### config.mk
export PLATFORM = sky130hd
export DESIGN_NAME = image_row_loader
export DESIGN_NICKNAME = d
export VERILOG_FILES = /design/src/rtl/image_row_loader.sv
export SDC_FILE = /design/constraint.sdc
export NUM_CORES = 1
export LEC_CHECK = 0
export ABC_AREA = 1
export CAP_MARGIN = 20
export CORE_ASPECT_RATIO = 1.2
export CORE_MARGIN = 5
export CORE_UTILIZATION = 50
export DETAILED_ROUTE_END_ITERATION = 10
export PLACE_DENSITY = 0.85
export SYNTH_ARGS = -nofsm -noshare
export SYNTH_HDL_FRONTEND = slang
export SYNTH_SLANG_ARGS = --single-unit
### constraint.sdc
create_clock -name clk -period 4 [get_ports clk]
set_input_delay 0.8 -clock clk [delete_from_list [all_inputs] [get_ports clk]]
set_output_delay 0.8 -clock clk [all_outputs]
set_load 0.05 [all_outputs]
### src/rtl/image_row_loader.sv
// Assembles 28 seven-bit pixel chunks into one 14x14 image and holds it until acked.
// Ports: clk, rst (sync, active-high), data_in/data_valid/sof (chunk input),
//        image_ack (consumer pulse), image_data/image_ready (assembled image),
//        chunk_count (chunks accepted this frame), overrun (sticky drop flag).
module image_row_loader #(
    parameter int CHUNK_W    = 7,
    parameter int NUM_CHUNKS = 28
) (
    input  logic                          clk,
    input  logic                          rst,
    input  logic [CHUNK_W-1:0]            data_in,
    input  logic                          data_valid,
    input  logic                          sof,
    input  logic                          image_ack,
    output logic [CHUNK_W*NUM_CHUNKS-1:0] image_data,
    output logic                          image_ready,
    output logic [4:0]                    chunk_count,
    output logic                          overrun
);

    localparam int IMG_W = CHUNK_W * NUM_CHUNKS;
    localparam logic [4:0] LAST = 5'(NUM_CHUNKS);

    typedef enum logic {
        FILL  = 1'b0,
        READY = 1'b1
    } state_t;

    state_t           state;
    state_t           state_n;
    logic [IMG_W-1:0] data_n;
    logic [4:0]       count_n;
    logic             overrun_n;
    logic [4:0]       slot;

    // A start-of-frame chunk always lands in slot 0, discarding any partial frame.
    assign slot = sof ? 5'd0 : chunk_count;

    // State is a flop, so image_ready is registered and rises the cycle after the last chunk.
    assign image_ready = (state == READY);

    always_comb begin
        state_n   = state;
        data_n    = image_data;
        count_n   = chunk_count;
        overrun_n = overrun;
        unique case (state)
            FILL: begin
                if (data_valid) begin
                    data_n[CHUNK_W*int'(slot) +: CHUNK_W] = data_in;
                    count_n = slot + 5'd1;
                    if (slot + 5'd1 == LAST) begin
                        state_n = READY;
                    end
                end
            end
            READY: begin
                // Ack wins over a coincident chunk; that chunk is dropped silently.
                if (image_ack) begin
                    state_n   = FILL;
                    count_n   = 5'd0;
                    overrun_n = 1'b0;
                end else if (data_valid) begin
                    overrun_n = 1'b1;
                end
            end
        endcase
    end

    always_ff @(posedge clk) begin
        if (rst) begin
            state       <= FILL;
            image_data  <= '0;
            chunk_count <= 5'd0;
            overrun     <= 1'b0;
        end else begin
            state       <= state_n;
            image_data  <= data_n;
            chunk_count <= count_n;
            overrun     <= overrun_n;
        end
    end

endmodule

# == Word-level counts from Yosys, hierarchy flattened ==
# Index checks and enable logic that the tools add are counted.
# classes
n_mux,11
eq_ne,3
n_addsub,2
n_reduce_logical,4
shift,2
mul,1
bitwise_logic,1
# ops
operator,count
196-bit bitwise mux,1
"7-bit by 33-bit variable shift with 196-bit output, first input constant",1
7-bit by 33-bit variable part select with 196-bit output,1
8-bit negation with 33-bit output,1
5-bit two-way mux,3
5-bit case mux with 2 select lines,1
"3-bit by 5-bit multiplier with 8-bit output, first input constant",1
2-bit AND reduction,3
"5-bit by 1-bit adder with 5-bit output, second input constant",1
"5-bit == test, second input constant",1
1-bit two-way mux,5
"2-bit inequality test, second input constant",2
1-bit case mux with 2 select lines,1
2-bit nonzero test,1
1-bit inverter,1
# word_totals
elab_cells,28
ff_bits,203
inputBits,12
output_inout_bits,203

# == Longest topological paths before layout ==
# Gate-level depths: netlist of run 1.
# logic_depth
word_depth,6
ltp_mapped,15
depth_no_buf,14

# == Least setup slack after synthesis of run 1 ==
# OpenSTA, ideal clock, no wires.
# synth_path
kind,input to register
start,input port sof
end,register image_data[169]
n_path_buf,3
t_arrival_ps,2663
setup_ps,113
t_required_ps,3887
stages,13
setup_slack_ps,1224
cell_sequence,inv_2 > nand2_4 > inv_2 > buf_2 > ha_1 > clkbuf_1 > nor2_2 > nand3_1 > nor2_4 > nand2_2 > buf_2 > nor2_1 > nor2_1
# synth_between
elab_chain_cells,5
elab_cells_between_ends,6
cone_classes,add/sub (1); mul (1); shift (2); mux (2)
# synth_lines
element,line_no,text
"start, declared",13,"input logic sof,"
5-bit two-way mux (*),37,assign slot = sof ? 5'd0 : chunk_count;
3-bit by 5-bit multiplier with 8-bit output (*),50,data_n[CHUNK_W*int'(slot) +: CHUNK_W] = data_in;
8-bit negation with 33-bit output (*),50,
7-bit by 33-bit variable part select with 196-bit output / 7-bit by 33-bit variable shift with 196-bit output (equally long branches),50,
196-bit bitwise mux (*),50,
"end signal, assigned",78,image_data <= data_n;
"end, declared",15,"output logic [CHUNK_W*NUM_CHUNKS-1:0] image_data,"
# Every way passes the cells marked *; elsewhere a longest branch is shown, timed or not.
# A chain may end at the register's enable or synchronous reset.

# == Final worst setup path of run 1 ==
# layout_path
start,input port sof
end,register image_data[42]
# The elaborated chain is that of the path after synthesis.

==> results.sh, run 1 <==
export IMPL_post_syn_area_mm2=0.00842
export IMPL_h_tree_depth=1
export IMPL_floorplan_die_width_um=128
export IMPL_cap_viol_max_count=0
export IMPL_setup_worst_path_start_class="primary input"
export IMPL_final_hold_violation_count=0
export IMPL_grt_start_max_net_pins=78
export IMPL_ctsRootBufferMaster="sky130_fd_sc_hd__clkbuf_16"
export IMPL_die_area_mm2=0.0195
export IMPL_synth_top_cells_by_area="sky130_fd_sc_hd__dfxtp_1 (48%), sky130_fd_sc_hd__nor2_1 (13%), sky130_fd_sc_hd__nand2_1 (9.9%)"
export IMPL_dr_pass1_iters=5
export IMPL_layout_area_overhead_vs_synth_pct=35.3
export IMPL_worst_path_max_fanout=17
export IMPL_floorplan_io_pins=215
export IMPL_place_detailed_hpwl_mm=18.7
export IMPL_detail_route_wirelength_mm=26.1
export IMPL_initial_utilization_pct=50.3
export IMPL_antenna_found_initial=0
export IMPL_total_leakage_power_nw=4.77
export IMPL_syn_nets=1235
export IMPL_design_power_total_w=0.00422
export IMPL_postSynth_asyncResetShare_pct=0
export IMPL_synth_most_common_cell="sky130_fd_sc_hd__nor2_1"
export IMPL_synth_top_cell_by_area="sky130_fd_sc_hd__dfxtp_1"
export IMPL_final_min_period_over_clock_period_pct=80.3
export IMPL_routabilityCongestion=0.940
export IMPL_globalRouteTotalUtil_pct=26.2
export IMPL_post_cts_resized=0
export IMPL_route_vias_total=8565
export IMPL_critPathKind="in -> reg"
export IMPL_floorplan_rows=52
export IMPL_drive_gt1_share_pct=5.69
export IMPL_finalSetupViolations=0
export IMPL_number_of_max_slew_violations_in_the_final_report=0
export IMPL_cp_data_required_time_ns=4.38
export IMPL_yosys_warnings=0
export IMPL_fillers=1403
export IMPL_antennaDiodeCount=0
export IMPL_fin_nets=1426
export IMPL_fmax_ghz=0.311
export IMPL_synth_area_per_cell_um2=6.90
export IMPL_insertion_delay_ns=0.49
export IMPL_post_cts_setup_buffers=0
export IMPL_grt_first_pass_wirelength_mm=42.2
export IMPL_cts_inserted_buffers=20
export IMPL_status="finished, final reports clean"
export IMPL_floorplan_core_area_mm2=0.0167
export IMPL_timing_critical_path_arrival_ns=3.59
export IMPL_worst_slew_margin_rel_pct=46.0
export IMPL_synth_yosys_seq_area_share_pct=48.3
export IMPL_max_slew_worst_pin_slew_ns=0.808
export IMPL_vdd_ir_drop_worst_v=0.000334
export IMPL_via_per_inst=5.22
export IMPL_cts_sink_count=203
export IMPL_clk_transition_reported_paths_ns=0.06
export IMPL_synth_top_area_share_pct=48.3
export IMPL_power_per_cell_area_mw_per_mm2=370
export IMPL_drc=0
export IMPL_cts_root_to_sink_buffers=3
export IMPL_rsz_0062_raised_after_global_routing="false"
export IMPL_routedWlPerCell_um=15.9
export IMPL_totalNegativeSetupSlack_ns=0
export IMPL_synth_cells=1220
export IMPL_synth_edf_count=0
export IMPL_drt_antenna_violating_nets=0
export IMPL_min_period_ns=3.21
export IMPL_drt_initial_drc_count=643
export IMPL_cts_hold_buffers=0
export IMPL_synth_cell_type_count=22
export IMPL_place_area_mm2=0.0107
export IMPL_die_height_um=152
export IMPL_synth_seq_cells=203
export IMPL_multiInputGateArea_mm2=0.00365
export IMPL_hp_class="reg -> reg"
export IMPL_via_count_of_the_first_global_routing_pass=8179
export IMPL_io_buffers=214
export IMPL_fin_worst_skew_ns=0.00700
export IMPL_synth_cells_most_frequent="sky130_fd_sc_hd__nor2_1 (300), sky130_fd_sc_hd__nand2_1 (223), sky130_fd_sc_hd__dfxtp_1 (203), sky130_fd_sc_hd__nand3_1 (131), sky130_fd_sc_hd__a21oi_1 (99)"
export IMPL_synth_flop_cell="sky130_fd_sc_hd__dfxtp_1"
export IMPL_worst_setup_path_end_kind="register"
export IMPL_cts_tree="done"
export IMPL_final_seq_area_mm2=0.00406
export IMPL_finalInstanceArea_mm2=0.0114
export IMPL_leftover_overflow_at_the_end_of_global_routing=0
report_power, final:
group          leakage, nW  total, W  switching, W  internal (W)
Clock                0.323   0.00189      0.000764       0.00113
Combinational         2.81  0.000286      0.000209     0.0000772
Sequential            1.64   0.00204    0.00000701       0.00203
flip-flops by register name, indices dropped and copies added, names as in the netlist:
name         flops
chunk_count      5
image_data     196
image_ready      1
overrun          1
layer usage:
metal  GRT usage (%)  part of all wire, %  vias to the layer above
met3            6.74                  8.9                       58
met2            45.4                   49                      343
met5               0                    0                        -
met4            8.85                  3.3                        0
met1            31.2                   38                     3944
li1                -                    -                     4220
worst max-delay path, stage by stage:
cell	delay, ns
sky130_fd_sc_hd__clkdlybuf4s50_1	0.57
sky130_fd_sc_hd__inv_2	0.13
sky130_fd_sc_hd__nand2_4	0.13
sky130_fd_sc_hd__inv_2	0.14
sky130_fd_sc_hd__ha_1	0.52
sky130_fd_sc_hd__inv_1	0.20
sky130_fd_sc_hd__nor2_1	0.21
sky130_fd_sc_hd__nand3_1	0.15
sky130_fd_sc_hd__nor2_2	0.26
sky130_fd_sc_hd__nand2_1	0.24
sky130_fd_sc_hd__o21ai_0	0.20
sky130_fd_sc_hd__nor2_1	0.06
worst paths after layout:
path | cells past startpoint | start | to | slack [ns]
max | 12 | sof | image_data[42] | 0.79
min | 2 | image_data[1] | image_data[1] | 0.45
max reg2reg | 13 | chunk_count[1] | image_data[116] | 1.39
min reg2reg | 2 | image_data[1] | image_data[1] | 0.45
cell usage in the layout, fill, tap and decap left out:
| cell type | n |
|---|---|
| sky130_fd_sc_hd__o21ai_2 | 1 |
| sky130_fd_sc_hd__inv_2 | 8 |
| sky130_fd_sc_hd__inv_1 | 95 |
| sky130_fd_sc_hd__buf_4 | 23 |
| sky130_fd_sc_hd__xor2_1 | 2 |
| sky130_fd_sc_hd__ha_1 | 3 |
| sky130_fd_sc_hd__nand3_1 | 131 |
| sky130_fd_sc_hd__nand2_4 | 1 |
| sky130_fd_sc_hd__nor2_1 | 300 |
| sky130_fd_sc_hd__or2_2 | 1 |
| sky130_fd_sc_hd__o21ai_0 | 66 |
| sky130_fd_sc_hd__clkinv_2 | 4 |
| sky130_fd_sc_hd__nand2_2 | 4 |
| sky130_fd_sc_hd__nor2_4 | 3 |
| sky130_fd_sc_hd__clkinvlp_4 | 1 |
| sky130_fd_sc_hd__nand3_2 | 2 |
| sky130_fd_sc_hd__clkbuf_16 | 21 |
| sky130_fd_sc_hd__bufinv_16 | 2 |
| sky130_fd_sc_hd__nor2_2 | 5 |
| sky130_fd_sc_hd__inv_4 | 1 |
| sky130_fd_sc_hd__dfxtp_1 | 203 |
| sky130_fd_sc_hd__buf_12 | 2 |
| sky130_fd_sc_hd__clkbuf_8 | 2 |
| sky130_fd_sc_hd__nor3_1 | 2 |
| sky130_fd_sc_hd__a21oi_1 | 99 |
| sky130_fd_sc_hd__clkdlybuf4s50_1 | 214 |
| sky130_fd_sc_hd__nand2_1 | 223 |
| sky130_fd_sc_hd__clkbuf_1 | 5 |
cell type report:
| class | count | area share [%] |
|---|---|---|
| clock buffers | 28 | 5.02 |
| clock inverters | 7 | 0.769 |
| inverters | 104 | 3.45 |
| multi-input cells | 843 | 32.0 |
| flip-flops and latches | 203 | 35.7 |
| well taps | 216 | 2.37 |
| repair buffers | 239 | 20.7 |
per-stage QoR:
stage | std cells | hold WS, ns | util [%] | worst slack [ns]
after detailed placement | 1605 | 0.440 | 64.2 | 0.380
after CTS | 1640 | 0.452 | 68.1 | 0.875
final | 1640 | 0.451 | 68.1 | 0.789
after global routing | 1640 | 0.472 | 68.1 | 0.536
after floorplan | 1220 | 0.661 | - | 1.22
after global placement | 1605 | 0.434 | 64.2 | 0.529
cells by family (layout without fill, tap and decap cells):
logic type | count (synthesis) | count (layout) | synth area share, %
adders and majority gates | 3 | 3 | 0.446
AOI/OAI and AO/OA | 166 | 166 | 9.92
buffers and inverters | 174 | 378 | 8.39
DFF | 203 | 203 | 48.3
and+or+nand+nor | 672 | 672 | 32.8
xor gates and xnor gates | 2 | 2 | 0.208
Note: power is estimated with default switching activity, not from simulation.
==> inputs of run 2 (changes only) <==
- CORE_UTILIZATION: 50 -> 49
- PLACE_DENSITY: 0.85 -> 0.84
- clock period: 4 -> 3.3 ns (I/O delays scaled with it)
==> results.sh, run 2 (synthesis gave the netlist of run 1 again) <==
export IMPL_status="finished, final reports clean"
export IMPL_most_common_library_cell_in_the_layout_ignoring_fill_and_taps="sky130_fd_sc_hd__nor2_1"
export IMPL_fmax_ghz=0.371
export IMPL_cpLargestDelayFamily="simple AND/OR/NAND/NOR gates"
export IMPL_leftover_overflow_at_the_end_of_global_routing=0
export IMPL_final_core_util_pct=68.4
export IMPL_finalInstanceArea_mm2=0.0115
export IMPL_power_per_cell_area_mw_per_mm2=460
export IMPL_via_per_inst=5.20
export IMPL_grt_first_pass_wirelength_mm=41.8
export IMPL_via_count_of_the_first_global_routing_pass=8304
export IMPL_cap_viol_max_count=0
export IMPL_cts_inserted_buffers=20
export IMPL_largest_register_ff_count=196
export IMPL_rsz_0062_raised_after_global_routing="false"
export IMPL_vdd_ir_drop_worst_v=0.000400
export IMPL_floorplan_die_width_um=130
export IMPL_dr_pass1_iters=5
export IMPL_final_min_period_over_clock_period_pct=81.8
export IMPL_cts_hold_buffers=0
export IMPL_route_vias_total=8570
export IMPL_h_tree_depth=1
export IMPL_cts_sink_count=203
export IMPL_worst_setup_path_end_kind="register"
export IMPL_power_share_clock_pct=46.7
export IMPL_cellInternalPower_w=0.00409
export IMPL_initial_utilization_pct=49.9
export IMPL_routedWlPerCell_um=15.9
export IMPL_floorplan_rows=52
export IMPL_number_of_max_slew_violations_in_the_final_report=0
export IMPL_min_period_ns=2.70
export IMPL_ctsRootBufferMaster="sky130_fd_sc_hd__clkbuf_16"
export IMPL_timing_critical_path_arrival_ns=3.13
export IMPL_cts_tree="done"
export IMPL_total_leakage_power_nw=4.84
export IMPL_worst_slew_margin_rel_pct=61.2
export IMPL_drt_antenna_violating_nets=0
export IMPL_drt_initial_drc_count=629
export IMPL_hp_class="reg -> reg"
export IMPL_die_area_mm2=0.0199
export IMPL_floorplan_io_pins=215
export IMPL_routabilityCongestion=0.930
export IMPL_post_cts_resized=0
export IMPL_totalNegativeSetupSlack_ns=0
export IMPL_max_slew_worst_pin_slew_ns=0.581
export IMPL_crit_buf_inv=3
export IMPL_setup_worst_path_start_class="primary input"
export IMPL_place_detailed_hpwl_mm=18.8
export IMPL_worst_path_max_fanout=14
export IMPL_die_height_um=154
export IMPL_insertion_delay_ns=0.49
export IMPL_fin_worst_skew_ns=0.00809
export IMPL_crit_path_top_delay_cell="sky130_fd_sc_hd__clkdlybuf4s50_1"
export IMPL_fin_nets=1434
export IMPL_cp_data_required_time_ns=3.73
export IMPL_critical_path_max_stage_delay_ns=0.47
export IMPL_share_comb_of_total_power_pct=6.7
export IMPL_critPathKind="in -> reg"
export IMPL_antennaDiodeCount=0
export IMPL_power_switching_share_pct=22.8
export IMPL_registers_top_by_ff_count="image_data"
export IMPL_io_buffers=214
export IMPL_layout_cells_most_common_list="sky130_fd_sc_hd__nor2_1 (300), sky130_fd_sc_hd__nand2_1 (223), sky130_fd_sc_hd__clkdlybuf4s50_1 (214)"
export IMPL_detail_route_wirelength_mm=26.3
export IMPL_drive_gt1_share_pct=6.35
export IMPL_post_cts_setup_buffers=0
export IMPL_worstPathCellList="clkdlybuf4s50_1, nor2_1, inv_1, ha_1, inv_1, nor2_1, nand2_1, nand3_2, nor2_4, nand2_1, nand2_1, nand2_1, nor2_1"
export IMPL_final_hold_violation_count=0
export IMPL_antenna_found_initial=0
export IMPL_power_frac_seq_pct=46.7
export IMPL_layout_area_overhead_vs_synth_pct=36.9
export IMPL_timing_critical_path_mode_cell="sky130_fd_sc_hd__nand2_1"
export IMPL_clk_transition_reported_paths_ns=0.06
export IMPL_globalRouteTotalUtil_pct=25.7
export IMPL_cts_root_to_sink_buffers=3
export IMPL_largestRegisters="image_data: 196 flops, chunk_count: 5 flops"
export IMPL_grt_start_max_net_pins=62
export IMPL_place_area_mm2=0.0108
export IMPL_drc=0
export IMPL_finalSetupViolations=0
export IMPL_floorplan_core_area_mm2=0.0169
export IMPL_power_switching_w=0.00121
run 2: changes by cell type in the layout (fill, tap and decap cells not counted), sizes merged:
cell and delta:
buf +8, clkinv -3, clkbuf +2, bufinv +1
run 2: worst paths after layout:
| path | from | to | slack [ns] | depth (start not counted) |
|---|---|---|---|---|
| max | sof | image_data[112] | 0.60 | 13 |
| min | image_data[2] | image_data[2] | 0.46 | 2 |
| max reg2reg | chunk_count[1] | image_data[112] | 0.79 | 13 |
| min reg2reg | image_data[2] | image_data[2] | 0.46 | 2 |
run 2: layer usage:
layer / vias up / share of wire, % / routed length [µm] / GRT usage (%)
met4: 0 / 4.1 / 1070 / 9.95
met1: 3902 / 38 / 10100 / 30.0
met3: 76 / 11 / 2760 / 8.57
met2: 353 / 47 / 12400 / 43.5
met5: - / 0 / 0 / 0
li1: 4239 / - / - / -
run 2: layout make-up:
class / count / area [µm²]
clock inverters: 5 / 103
fillers: 1402 / 5330
clock buffers: 30 / 619
repair buffers: 247 / 2430
well taps: 216 / 270
inverters: 104 / 393
multi-input cells: 843 / 3650
flip-flops and latches: 203 / 4060
run 2: power groups by stage:
stage / Combinational, W / Sequential, W / Clock, W
after floorplan: 0.000183 / 0.00257 / 0
after global placement: 0.000345 / 0.00253 / 0
after detailed placement: 0.000348 / 0.00253 / 0
after CTS: 0.000350 / 0.00247 / 0.00250
after global routing: 0.000383 / 0.00247 / 0.00262
final: 0.000353 / 0.00247 / 0.00247
run 2: worst register-to-register path: stages (launching register included):
cell	delay (ns)
sky130_fd_sc_hd__dfxtp_1	0.39
sky130_fd_sc_hd__inv_1	0.08
sky130_fd_sc_hd__nor2_1	0.15
sky130_fd_sc_hd__inv_1	0.10
sky130_fd_sc_hd__ha_1	0.25
sky130_fd_sc_hd__inv_1	0.08
sky130_fd_sc_hd__nor2_1	0.05
sky130_fd_sc_hd__nand2_1	0.10
sky130_fd_sc_hd__nand3_2	0.16
sky130_fd_sc_hd__nor2_4	0.35
sky130_fd_sc_hd__nand2_1	0.41
sky130_fd_sc_hd__nand2_1	0.17
sky130_fd_sc_hd__nand2_1	0.07
sky130_fd_sc_hd__nor2_1	0.08
run 2: per-stage QoR:
stage          total power [W]  hold slack, ns  std cells  setup WS, ns
4_1_cts                0.00532           0.459       1648         0.640
3_5_place_dp           0.00288           0.442       1613         0.133
5_1_grt                0.00548           0.484       1648         0.385
6_report               0.00530           0.455       1648         0.601
3_3_place_gp           0.00287           0.436       1613         0.197
2_1_floorplan          0.00276           0.661       1220         0.664
==> inputs of run 3 (changes only) <==
- CORE_UTILIZATION: 49 -> 44
- PLACE_DENSITY: 0.84 -> 0.8
- clock period: 3.3 -> 2.3 ns (I/O delays scaled with it)
==> results.sh, run 3 (synthesis gave the netlist of run 1 again) <==
export IMPL_status="finished, final reports clean"
export IMPL_floorplan_io_pins=215
export IMPL_most_common_library_cell_in_the_layout_ignoring_fill_and_taps="sky130_fd_sc_hd__nor2_1"
export IMPL_r2r_setup_slack_ns=0.15
export IMPL_fin_worst_skew_ns=0.0102
export IMPL_critical_path_max_stage_delay_ns=0.84
export IMPL_max_slew_worst_pin_slew_ns=0.613
export IMPL_final_core_util_pct=64.8
export IMPL_io_buffers=214
export IMPL_critPathKind="reg -> out"
export IMPL_cap_viol_max_count=0
export IMPL_cp_data_required_time_ns=1.84
export IMPL_setup_worst_path_start="image_data[109]"
export IMPL_registers_top_by_ff_count="image_data"
export IMPL_number_of_max_slew_violations_in_the_final_report=0
export IMPL_fmax_ghz=0.455
export IMPL_fin_nets=1502
export IMPL_power_frac_seq_pct=46.4
export IMPL_route_vias_total=8768
export IMPL_timing_critical_path_arrival_ns=1.74
export IMPL_drc=0
export IMPL_worst_setup_path_end_kind="output port"
export IMPL_power_per_cell_area_mw_per_mm2=626
export IMPL_routabilityCongestion=0.911
export IMPL_worstPathCellList="clkdlybuf4s50_1"
export IMPL_crit_path_top_delay_cell="sky130_fd_sc_hd__clkdlybuf4s50_1"
export IMPL_place_detailed_hpwl_mm=20.0
export IMPL_worst_slew_margin_rel_pct=59.0
export IMPL_holdWs_ns=0.454
export IMPL_cts_root_to_sink_buffers=3
export IMPL_largestRegisters="image_data: 196 flops, chunk_count: 5 flops"
export IMPL_drt_initial_drc_count=581
export IMPL_die_area_mm2=0.0220
export IMPL_initial_utilization_pct=44.6
export IMPL_hp_start="image_data[4]"
export IMPL_insertion_delay_ns=0.50
export IMPL_worst_path_max_fanout=2
export IMPL_total_leakage_power_nw=5.21
export IMPL_antenna_found_initial=1
export IMPL_hp_class="reg -> reg"
export IMPL_cpLargestDelayFamily="buffers and inverters"
export IMPL_die_height_um=162
export IMPL_final_hold_violation_count=0
export IMPL_cts_hold_buffers=0
export IMPL_ctsRootBufferMaster="sky130_fd_sc_hd__clkbuf_16"
export IMPL_drt_antenna_violating_nets=0
export IMPL_detail_route_wirelength_mm=27.3
export IMPL_routedWlPerCell_um=15.5
export IMPL_finalSetupViolations=0
export IMPL_grt_first_pass_wirelength_mm=43.0
export IMPL_fillers=1649
export IMPL_cts_tree="done"
export IMPL_layout_cells_most_common_list="sky130_fd_sc_hd__nor2_1 (297), sky130_fd_sc_hd__nand2_1 (220), sky130_fd_sc_hd__clkdlybuf4s50_1 (212)"
export IMPL_setup_worst_path_start_class="register"
export IMPL_cts_inserted_buffers=21
export IMPL_drive_gt1_share_pct=11.3
export IMPL_clk_transition_reported_paths_ns=0.06
export IMPL_floorplan_rows=55
export IMPL_power_switching_w=0.00179
export IMPL_final_min_period_over_clock_period_pct=95.5
export IMPL_totalNegativeSetupSlack_ns=0
export IMPL_cellInternalPower_w=0.00586
export IMPL_leftover_overflow_at_the_end_of_global_routing=0
export IMPL_layout_area_overhead_vs_synth_pct=45.1
export IMPL_power_switching_share_pct=23.4
export IMPL_crit_buf_inv=1
export IMPL_timing_rr_start="chunk_count[1]"
export IMPL_via_per_inst=4.99
export IMPL_final_cell_count_no_fill=1758
export IMPL_power_share_clock_pct=46.0
export IMPL_cts_sink_count=203
export IMPL_h_tree_depth=1
export IMPL_globalRouteTotalUtil_pct=24.0
export IMPL_grt_start_max_net_pins=61
export IMPL_share_comb_of_total_power_pct=7.6
export IMPL_rsz_0062_raised_after_global_routing="true"
export IMPL_floorplan_core_area_mm2=0.0189
export IMPL_vdd_ir_drop_worst_v=0.000523
export IMPL_via_count_of_the_first_global_routing_pass=8527
export IMPL_largest_register_ff_count=196
export IMPL_floorplan_die_width_um=136
export IMPL_dpl_cells=1717
export IMPL_min_period_ns=2.20
export IMPL_dr_pass1_iters=5
-- run 3: cell types whose count changed in the layout (fill, tap and decap cells not counted), sizes merged --
| cell | before | now |
|---|---|---|
| buf | 33 | 99 |
| clkbuf | 30 | 29 |
| clkdlybuf4s50 | 214 | 212 |
| clkinv | 1 | 2 |
| clkinvlp | 1 | 4 |
| diode | 0 | 1 |
| dlygate4sd2 | 0 | 1 |
| dlymetal6s2s | 0 | 1 |
-- run 3: path summary, 6_finish.rpt --
path | endpoint | depth (start not counted)
worst max-delay path | image_data[109] | 1
worst min register to register | image_data[4] | 2
worst max register to register | image_data[136] | 13
worst min-delay path | image_data[4] | 2
-- run 3: timing repair --
action                                  CTS  global route
gates resized for setup                   1            21
buffers inserted                          0             2
endpoints found under the setup margin    1           111
pin swaps                                 0             1
gates cloned                              0             1
-- run 3: stage by stage --
step | total power [W] | worst slack [ns] | cell area, µm²
floorplan | 0.00396 | 0.00332 | 8430
global route | 0.00789 | -0.0168 | 12200
global placement | 0.00419 | -0.443 | 11400
detailed placement | 0.00419 | -0.446 | 11400
CTS | 0.00768 | 0.0394 | 12100
finish | 0.00765 | 0.104 | 12200
-- run 3: final cells by class --
| class | count | area (µm²) | area share, % |
|---|---|---|---|
| antenna | 1 | 2.50 | 0.0205 |
| clock buffer | 29 | 586 | 4.79 |
| clock inverter | 8 | 124 | 1.01 |
| inverter | 104 | 397 | 3.25 |
| multi-input combinational | 843 | 3690 | 30.2 |
| sequential | 203 | 4070 | 33.3 |
| tap | 256 | 320 | 2.62 |
| timing repair buffer | 313 | 3020 | 24.8 |
| timing repair inverter | 1 | 7.51 | 0.0615 |
-- run 3: tightest hold or removal path, cell delays in order (launching register included) --
cell,delay [ns]
sky130_fd_sc_hd__dfxtp_1,0.31
sky130_fd_sc_hd__inv_1,0.05
sky130_fd_sc_hd__a21oi_1,0.05
-- run 3: power by group through the flow --
stage          sequential [W]  clock (W)  combinational, W
6_report              0.00355    0.00352          0.000582
3_3_place_gp          0.00363          0          0.000561
2_1_floorplan         0.00369          0          0.000265
3_5_place_dp          0.00363          0          0.000566
5_1_grt               0.00355    0.00372          0.000626
4_1_cts               0.00355    0.00356          0.000570
-- run 3: per-layer routing --
metal	GRT usage, %	vias to the layer above	part of all wire [%]
li1	-	4369	-
met4	8.98	0	3.3
met3	7.60	66	9.3
met2	41.1	323	48
met1	27.8	4010	39
met5	0	-	0
